`src/rtl/thresh_loader.sv`:
```
// thresh_loader
//   Stages per-beam trigger and subthreshold words in two banks. On request it
//   shifts them into an external threshold cascade, highest beam first, and
//   then issues a commit strobe.
//
//   Optional feature: define THRESH_LOADER_READBACK_EN to enable registered
//   staging readback on rb_dat_o. Otherwise rb_dat_o is tied to 0.
//
//   Ports
//     aclk, aresetn          clock; asynchronous active-low reset
//     stg_wr_i/sel/addr/dat  staging write (sel 0 = trigger, 1 = subthreshold)
//     load_i                 request to push the staged banks into the cascade
//     busy_o, done_o         sequence in progress / one-cycle completion pulse
//     thresh_o               {sub, thr} cascade data
//     thresh_wr_o            shift strobes, bit 0 = thr, bit 1 = sub
//     thresh_update_o        commit strobes, same bit mapping
//     rb_sel_i/rb_addr_i     staging readback select and address
//     rb_dat_o               staging readback data
module thresh_loader #(
  parameter int NBEAMS      = 2,
  parameter int THRESH_BITS = 18
) (
  input  logic                       aclk,
  input  logic                       aresetn,
  input  logic                       stg_wr_i,
  input  logic                       stg_sel_i,
  input  logic [$clog2(NBEAMS)-1:0]  stg_addr_i,
  input  logic [THRESH_BITS-1:0]     stg_dat_i,
  input  logic                       load_i,
  output logic                       busy_o,
  output logic                       done_o,
  output logic [2*THRESH_BITS-1:0]   thresh_o,
  output logic [1:0]                 thresh_wr_o,
  output logic [1:0]                 thresh_update_o,
  input  logic                       rb_sel_i,
  input  logic [$clog2(NBEAMS)-1:0]  rb_addr_i,
  output logic [THRESH_BITS-1:0]     rb_dat_o
);
  localparam int AW = $clog2(NBEAMS);

  typedef enum logic [1:0] {IDLE, SHIFT, UPDATE, DONE} state_t;

  state_t                                state_q, state_d;
  logic [AW-1:0]                         cnt_q, cnt_d;
  logic                                  pend_q, pend_d;
  logic [NBEAMS-1:0][THRESH_BITS-1:0]    thr_q, thr_d, sub_q, sub_d;
  logic                                  wr_ok, busy, pend_set;

  assign wr_ok = stg_wr_i && (int'(stg_addr_i) < NBEAMS);

  // Staging banks. They have no reset, so staged data survives an aborted
  // sequence.
  always_comb begin
    thr_d = thr_q;
    sub_d = sub_q;
    if (wr_ok) begin
      if (stg_sel_i) sub_d[stg_addr_i] = stg_dat_i;
      else           thr_d[stg_addr_i] = stg_dat_i;
    end
  end

  always_ff @(posedge aclk) begin
    thr_q <= thr_d;
    sub_q <= sub_d;
  end

  // A load request or a staging write that arrives mid-sequence leaves the
  // cascade stale, so either one queues a single follow-up pass.
  assign busy     = (state_q != IDLE);
  assign pend_set = busy && (load_i || wr_ok);

  always_comb begin
    state_d         = state_q;
    cnt_d           = cnt_q;
    pend_d          = pend_q | pend_set;
    busy_o          = busy;
    done_o          = 1'b0;
    thresh_o        = '0;
    thresh_wr_o     = 2'b00;
    thresh_update_o = 2'b00;
    case (state_q)
      IDLE: begin
        if (load_i) begin
          state_d = SHIFT;
          cnt_d   = AW'(NBEAMS - 1);
        end
      end
      SHIFT: begin
        // The banks are read from flops, so a write to the same entry in this
        // cycle is not seen until the next pass.
        thresh_wr_o = 2'b11;
        thresh_o    = {sub_q[cnt_q], thr_q[cnt_q]};
        if (cnt_q == '0) state_d = UPDATE;
        else             cnt_d   = cnt_q - 1'b1;
      end
      UPDATE: begin
        thresh_update_o = 2'b11;
        state_d         = DONE;
      end
      DONE: begin
        done_o = 1'b1;
        // A request that lands in this cycle is folded into the immediate
        // restart so that it is never lost.
        if (pend_q || pend_set) begin
          state_d = SHIFT;
          cnt_d   = AW'(NBEAMS - 1);
          pend_d  = 1'b0;
        end else begin
          state_d = IDLE;
        end
      end
      default: state_d = IDLE;
    endcase
  end

  always_ff @(posedge aclk or negedge aresetn) begin
    if (!aresetn) begin
      state_q <= IDLE;
      cnt_q   <= '0;
      pend_q  <= 1'b0;
    end else begin
      state_q <= state_d;
      cnt_q   <= cnt_d;
      pend_q  <= pend_d;
    end
  end

`ifdef THRESH_LOADER_READBACK_EN
  logic [THRESH_BITS-1:0] rb_q, rb_d;

  always_comb begin
    rb_d = '0;
    if (int'(rb_addr_i) < NBEAMS)
      rb_d = rb_sel_i ? sub_q[rb_addr_i] : thr_q[rb_addr_i];
  end

  always_ff @(posedge aclk or negedge aresetn) begin
    if (!aresetn) rb_q <= '0;
    else          rb_q <= rb_d;
  end

  assign rb_dat_o = rb_q;
`else
  logic unused_rb;
  assign unused_rb = ^{rb_sel_i, rb_addr_i};
  assign rb_dat_o  = '0;
`endif

endmodule

```
`config.mk`:
```
export PLATFORM = sky130hd
export DESIGN_NAME = thresh_loader
export DESIGN_NICKNAME = d
export VERILOG_FILES = /design/src/rtl/thresh_loader.sv
export SDC_FILE = /design/constraint.sdc
export NUM_CORES = 1
export LEC_CHECK = 0
export ABC_CLOCK_PERIOD_IN_PS = 2900
export CAP_MARGIN = 20
export CORE_ASPECT_RATIO = 0.75
export CORE_UTILIZATION = 52
export CTS_BUF_LIST = sky130_fd_sc_hd__clkbuf_16
export CTS_CLUSTER_SIZE = 25
export DETAILED_ROUTE_END_ITERATION = 8
export PLACE_DENSITY = 0.95
export SLEW_MARGIN = 10
export SYNTH_ARGS = -nofsm -noshare
export SYNTH_HDL_FRONTEND = slang
export SYNTH_SLANG_ARGS = --single-unit
```
`constraint.sdc`:
```
create_clock -name aclk -period 2.9 [get_ports aclk]
set_input_delay 0.58 -clock aclk [delete_from_list [all_inputs] [get_ports aclk]]
set_output_delay 0.58 -clock aclk [all_outputs]
set_load 0.1 [all_outputs]
```
==> reports/metrics.csv, run 1 <==
metric,value,unit
status,finished clean,
CP required,2.32,ns
top cell family by delay on the critical path,buffers and inverters,
RSZ-0062 raised after global routing,no,
setup repair bufs after CTS,0,
clk sinks,76,
origin of the critical flop-to-flop path,state_q[1],
GPL Wtd Cong,0.6978,
root buffer cell,clkbuf_16,
Clock Path Buffers,2,
Total Routing Usage GR,0.2333,
pin count of the biggest net entering global routing,22,
area of the mapped netlist,0.003279,mm²
PostCTS Resize Cnt,0,
Synth Area in Compound Gates,0.02175,
fin crit share,0.8915,
largest family of logic cells by synthesized area,multiplexers,
Final #Nets,313,
"Distinct cells, synth",27,
placed cells,349,
drt pass-1 iters,4,
drt wl/cell,18.92,µm
worst clock skew,0.001165,ns
Via-to-Cell Ratio,5.236,
CP Capture Type,output pin,
class of the worst hold path,in2async,
Area Overhead vs Synth,44.30,%
remaining global-route overflow,0,
IO Pins,86,
final WL,6.904,mm
Hold WS,0.4517,ns
CP max stage cell,ha_2,
Seq. cell area,0.002263,mm²
n_diodes,0,
Port-buffer cells,65,
"Core Util, Final",0.7959,
TritonCTS clock tree,built,
DRC,0,
Critical Path Source,state_q[1],
Adder-Cell Fraction of Synth Area,0.01908,
Worst-Skew Late Latency,0.33,ns
CP Class,reg2out,
critical path startpoint category,register,
max incr delay on CP,0.42,ns
H-tree depth,3,
global-route wire length before repair,10.85,mm
Simple-Gate Fraction of Synth Area,0.09309,
Critical Path AT,2.01,ns
die width,93.70,µm
fillers,326,
final hold vios,0,
Final setup viols,0,
hold buffer count at cts,0,
Tmin final,2.585,ns
Die Area,0.006632,mm²
Iter 0 DRT Violations,67,
#FFs+latches synth,76,
syn avg cell area,15.62,µm²
multi-input logic area,967.2,µm²
final HPWL from detailed placement,4.266,mm
Synthesis Warnings,0,
FP Rows,24,
Routed Antenna Nets,0,
initial antenna violation count,0,
Num CTS Buffers,9,
layout cells sized above 1,0.3728,
Post-Synth XOR/XNOR Area,0,
Post-Synthesis Cells,210,
Crit path buffers/inverters,3,
chip height,70.78,µm
vias in the first global route,1965,
non-filler instance count after layout,365,
"Clk pin slew, worst setup/hold paths",0.06,ns
"Slew Viols, Final",0,
fmax,0.3868,GHz
Vias,1911,
mux cell area share after synthesis,0.1099,
core footprint,0.005946,mm²
crit-path cells,inv_1 > ha_2 > buf_4 > nor2b_2 > buf_12,
"Seq/Total Area, Yosys",0.6898,
MaxCap Viol Count,0,
Crit Path Max Fanout,14,
Initial Utilization,0.5516,
-- cell families after synthesis --
family,after synthesis
AOI/OAI and AO/OA,8
and+or+nand+nor,52
muxes,36
buffers and inverters,32
other,1
DFF,76
adders and majority gates,5
-- per-layer routing --
metal	global-route usage	vias to the layer above	part of all wire
met4	0.04103	0	0.0080
met1	0.2768	953	0.39
met2	0.4201	84	0.55
met5	0	-	0
met3	0.07634	9	0.056
li1	-	865	-
-- flip-flops by register name, indices dropped and copies added, names as in the netlist --
name,cells
state_q,2
pend_q,1
cnt_q,1
sub_q,36
thr_q,36
-- cell usage in the layout (no fill, tap or decap), drive strengths merged --
| cell | instances |
|---|---|
| nor2 | 6 |
| clkinv | 3 |
| dfrtp | 4 |
| nand2b | 1 |
| a21oi | 1 |
| clkbuf | 9 |
| nor2b | 36 |
| edfxtp | 72 |
| clkdlybuf4s50 | 23 |
| inv | 5 |
| a31oi | 1 |
| a32oi | 1 |
| o21ai | 3 |
| a2bb2oi | 1 |
| ha | 5 |
| nor3 | 1 |
| buf | 50 |
| nor4b | 1 |
| a221o | 1 |
| nand2 | 4 |
| conb | 18 |
| bufinv | 1 |
| nor3b | 1 |
| and3b | 1 |
| clkinvlp | 1 |
| and3 | 1 |
| mux2i | 36 |
-- worst paths after layout --
path	endpoint	slack, ns	cells past startpoint
max reg2reg	cnt_q	1.34	4
max	thresh_o[17]	0.31	5
min reg2reg	pend_q	0.59	2
min in group aclk	pend_q	0.59	2
min	cnt_q	0.45	1
max in group asynchronous	cnt_q	2.26	1
-- worst register-to-register path, cell delays in order (launching register included) --
cell,delay (ns)
dfrtp_1,0.41
inv_1,0.14
ha_2,0.42
a31oi_1,0.13
a221o_1,0.35
-- metrics by stage --
| stage | TNS (ns) | setup WS [ns] | instance area [µm²] |
|---|---|---|---|
| after CTS | 0 | 0.2770 | 4732 |
| final | 0 | 0.3147 | 4732 |
| after detailed placement | 0 | 0.6683 | 4433 |
| after global routing | 0 | 0.1784 | 4732 |
| after global placement | 0 | 0.7232 | 4433 |
| after floorplan | -3.102 | -0.1034 | 3436 |
-- cell usage after synthesis --
master	number	area, µm²
and3_1	1	6.260
ha_1	5	62.56
nand2_1	4	15.01
mux2i_1	36	360.4
a2bb2oi_4	1	26.28
a221o_1	1	10.01
nor3_1	1	5.000
nor2b_1	36	225.2
conb_1	1	3.750
a31oi_1	1	6.260
nor2_1	6	22.52
buf_4	20	150.1
nor4b_1	1	8.760
clkbuf_2	1	5.000
nor3b_1	1	7.510
a21oi_1	1	5.000
edfxtp_1	72	2162
and3b_1	1	8.760
buf_6	2	22.52
buf_2	2	10.01
dfrtp_1	4	100.1
a32oi_1	1	8.760
inv_1	3	11.26
clkbuf_1	4	15.01
o21ai_1	1	5.000
o21ai_0	2	10.01
nand2b_1	1	6.260
-- area by class of cell --
type / instances / area share
inverter: 3 / 0.002380
clock inverter: 7 / 0.01560
multi-input combinational: 119 / 0.2044
timing repair buffer: 73 / 0.2311
clock buffer: 9 / 0.04759
tap: 78 / 0.02062
sequential: 76 / 0.4783
Power of run 1 is left out: the tool's default activity adds up to more than one toggle a clock period on the data nets, which glitch-free logic cannot reach.
==> run 2, diff against run 1 <==
--- a/config.mk
+++ b/config.mk
@@ -10,8 +10,10 @@
 export CORE_ASPECT_RATIO = 0.75
 export CORE_UTILIZATION = 52
 export CTS_BUF_LIST = sky130_fd_sc_hd__clkbuf_16
+export CTS_CLUSTER_DIAMETER = 100
 export CTS_CLUSTER_SIZE = 25
 export DETAILED_ROUTE_END_ITERATION = 8
+export GPL_TIMING_DRIVEN = 1
 export PLACE_DENSITY = 0.95
 export SLEW_MARGIN = 10
 export SYNTH_ARGS = -nofsm -noshare
==> results of run 2 <==
Final layout, timing and power as in run 1 (identical DEF).
Power of run 2 is left out for the same reason.
==> run 3, diff against run 2 <==
--- a/config.mk
+++ b/config.mk
@@ -8,6 +8,7 @@
 export ABC_CLOCK_PERIOD_IN_PS = 2900
 export CAP_MARGIN = 20
 export CORE_ASPECT_RATIO = 0.75
+export CORE_MARGIN = 2
 export CORE_UTILIZATION = 52
 export CTS_BUF_LIST = sky130_fd_sc_hd__clkbuf_16
 export CTS_CLUSTER_DIAMETER = 100
@@ -15,7 +16,7 @@
 export DETAILED_ROUTE_END_ITERATION = 8
 export GPL_TIMING_DRIVEN = 1
 export PLACE_DENSITY = 0.95
-export SLEW_MARGIN = 10
+export SLEW_MARGIN = 20
 export SYNTH_ARGS = -nofsm -noshare
 export SYNTH_HDL_FRONTEND = slang
 export SYNTH_SLANG_ARGS = --single-unit
==> run 3 against run 2 <==
Net effect:
- first-iteration DRC count down 22%
- non-clock buffer count decreased by 2
- final cell count rose by 0.27%
- sequential share of layout area is 0.10 points higher
- core utilization shrank 3.3 points
- register-to-register slack worse by 0.38 ns
- die area up 5.0%
- critical endpoint is now thresh_o[31]
- largest cell class unchanged
==> reports/metrics.csv, run 3 (same netlist as run 1, synthesis figures left out) <==
metric,value,unit,change
status,finished clean,,
critical path startpoint category,register,,
Via-to-Cell Ratio,4.967,,-5.1%
hold buffer count at cts,0,,unchanged
worst-margin pin slew,0.5164,ns,
MaxCap Viol Count,0,,unchanged
class of the worst hold path,in2async,,
CP required,2.32,ns,about the same
Reg2Reg Setup Slack,0.96,ns,-0.38 ns
Die Area,0.006965,mm²,+5.0%
Worst-Skew Late Latency,0.32,ns,about the same
DRC,0,,unchanged
RSZ-0062 raised after global routing,no,,
"Core Util, Final",0.7624,,-0.03345
pin count of the biggest net entering global routing,38,,+73%
origin of the critical flop-to-flop path,state_q[1],,
TritonCTS clock tree,built,,
top cell family by delay on the critical path,adder cells,,
drt pass-1 iters,4,,unchanged
Total Routing Usage GR,0.1923,,-0.04102
"Slew Viols, Final",0,,unchanged
H-tree depth,3,,unchanged
remaining global-route overflow,0,,unchanged
Place WS,0.6256,ns,-0.04270 ns
Crit path buffers/inverters,2,,-1
vias in the first global route,1867,,-5.0%
FF-to-FF End,cnt_q,,
chip height,72.78,µm,+2.8%
Initial Utilization,0.5295,,-0.02206
worst reg2reg path depth,5,,+1
Port-buffer cells,65,,unchanged
met1 usage,0.2221,,-0.05461
core footprint,0.006193,mm²,+4.2%
Final setup viols,0,,unchanged
fmax,0.3929,GHz,+1.6%
clk sinks,76,,unchanged
Final #Nets,311,,-0.64%
fin crit share,0.8776,,-0.01388
"Clk pin slew, worst setup/hold paths",0.05,ns,about the same
Slew headroom,0.6557,,
Routed Antenna Nets,0,,unchanged
FP Rows,25,,+4.2%
grt met2 use,0.3310,,-0.08911
crit-path cells,inv_1 > ha_2 > nor2b_2 > buf_12,,
final hold vios,0,,unchanged
IO Pins,86,,unchanged
TNS Setup,0,ns,unchanged
drt wl/cell,16.49,µm,-13%
initial antenna violation count,0,,unchanged
final WL,6.034,mm,-13%
n_diodes,0,,unchanged
GRT busiest layer,met2,,
PostCTS Resize Cnt,0,,unchanged
Seq. cell area,0.002263,mm²,unchanged
setup repair bufs after CTS,0,,unchanged
global-route wire length before repair,9.473,mm,-13%
die width,95.70,µm,+2.1%
GPL Wtd Cong,0.8223,,+18%
Iter 0 DRT Violations,52,,-22%
Num CTS Buffers,9,,unchanged
Critical Path AT,1.97,ns,-0.04 ns
most frequent cells in the layout,"72 x edfxtp_1, 39 x buf_12, 36 x mux2i_1, 36 x nor2b_2, 23 x clkdlybuf4s50_1",,
Crit Path Max Fanout,37,,+23
Tmin final,2.545,ns,-0.04026 ns
layout cells sized above 1,0.3649,,-0.007910
Vias,1818,,-4.9%
root buffer cell,clkbuf_16,,
CP Capture Type,output pin,,
largest registers,"sub_q x36, thr_q x36, state_q x2",,
final setup margin,0.3549,ns,+0.04026 ns
max incr delay on CP,0.52,ns,+0.10 ns
final HPWL from detailed placement,3.974,mm,-6.8%
worst clock skew,0.0004148,ns,-0.0007502 ns
CP Class,reg2out,,
"most common cell after layout, fill and taps aside",edfxtp_1,,
CP max stage cell,ha_2,,
fillers,351,,+7.7%
grt met3 use,0.06405,,-0.01229
multi-input logic area,967.2,µm²,unchanged
Area Overhead vs Synth,43.99,%,
Clock Path Buffers,2,,unchanged
[run 3: cell count changes in the layout (fill, tap and decap cells not counted)]
cell / delta
buf_4: -2
clkinv_2: -2
clkinvlp_4: +1
inv_1: +1
[run 3: through the flow]
stage / std cells / hold slack [ns] / cell area (µm²)
6_report: 366 / 0.4604 / 4722
5_1_grt: 366 / 0.4663 / 4722
4_1_cts: 366 / 0.4575 / 4722
3_5_place_dp: 350 / 0.5362 / 4422
3_3_place_gp: 350 / 0.5284 / 4422
2_1_floorplan: 227 / 0.2844 / 3436
[run 3: area by class of cell]
type | count | area share
inverters | 3 | 0.002385
multi-input cells | 119 | 0.2048
repair buffers | 71 | 0.2284
clock buffers | 9 | 0.04769
flip-flops and latches | 76 | 0.4793
clock inverters | 7 | 0.01590
well taps | 81 | 0.02146
[run 3: how the worst max path moves through the flow]
stage | cells past startpoint | from | end
finish | 4 | state_q[1] | thresh_o[31]
global route | 4 | state_q[1] | thresh_o[31]
CTS | 4 | state_q[1] | thresh_o[31]
detailed placement | 4 | state_q[1] | thresh_o[31]
global placement | 4 | state_q[1] | thresh_o[16]
floorplan | 5 | state_q[1] | thresh_o[0]
[run 3: metal layers]
metal  share of wire  vias to the layer above
met5               0                        -
met4           0.015                        0
met3           0.069                       11
met2            0.53                       70
met1            0.39                      868
li1                -                      869
Power of run 3 is left out for the same reason.
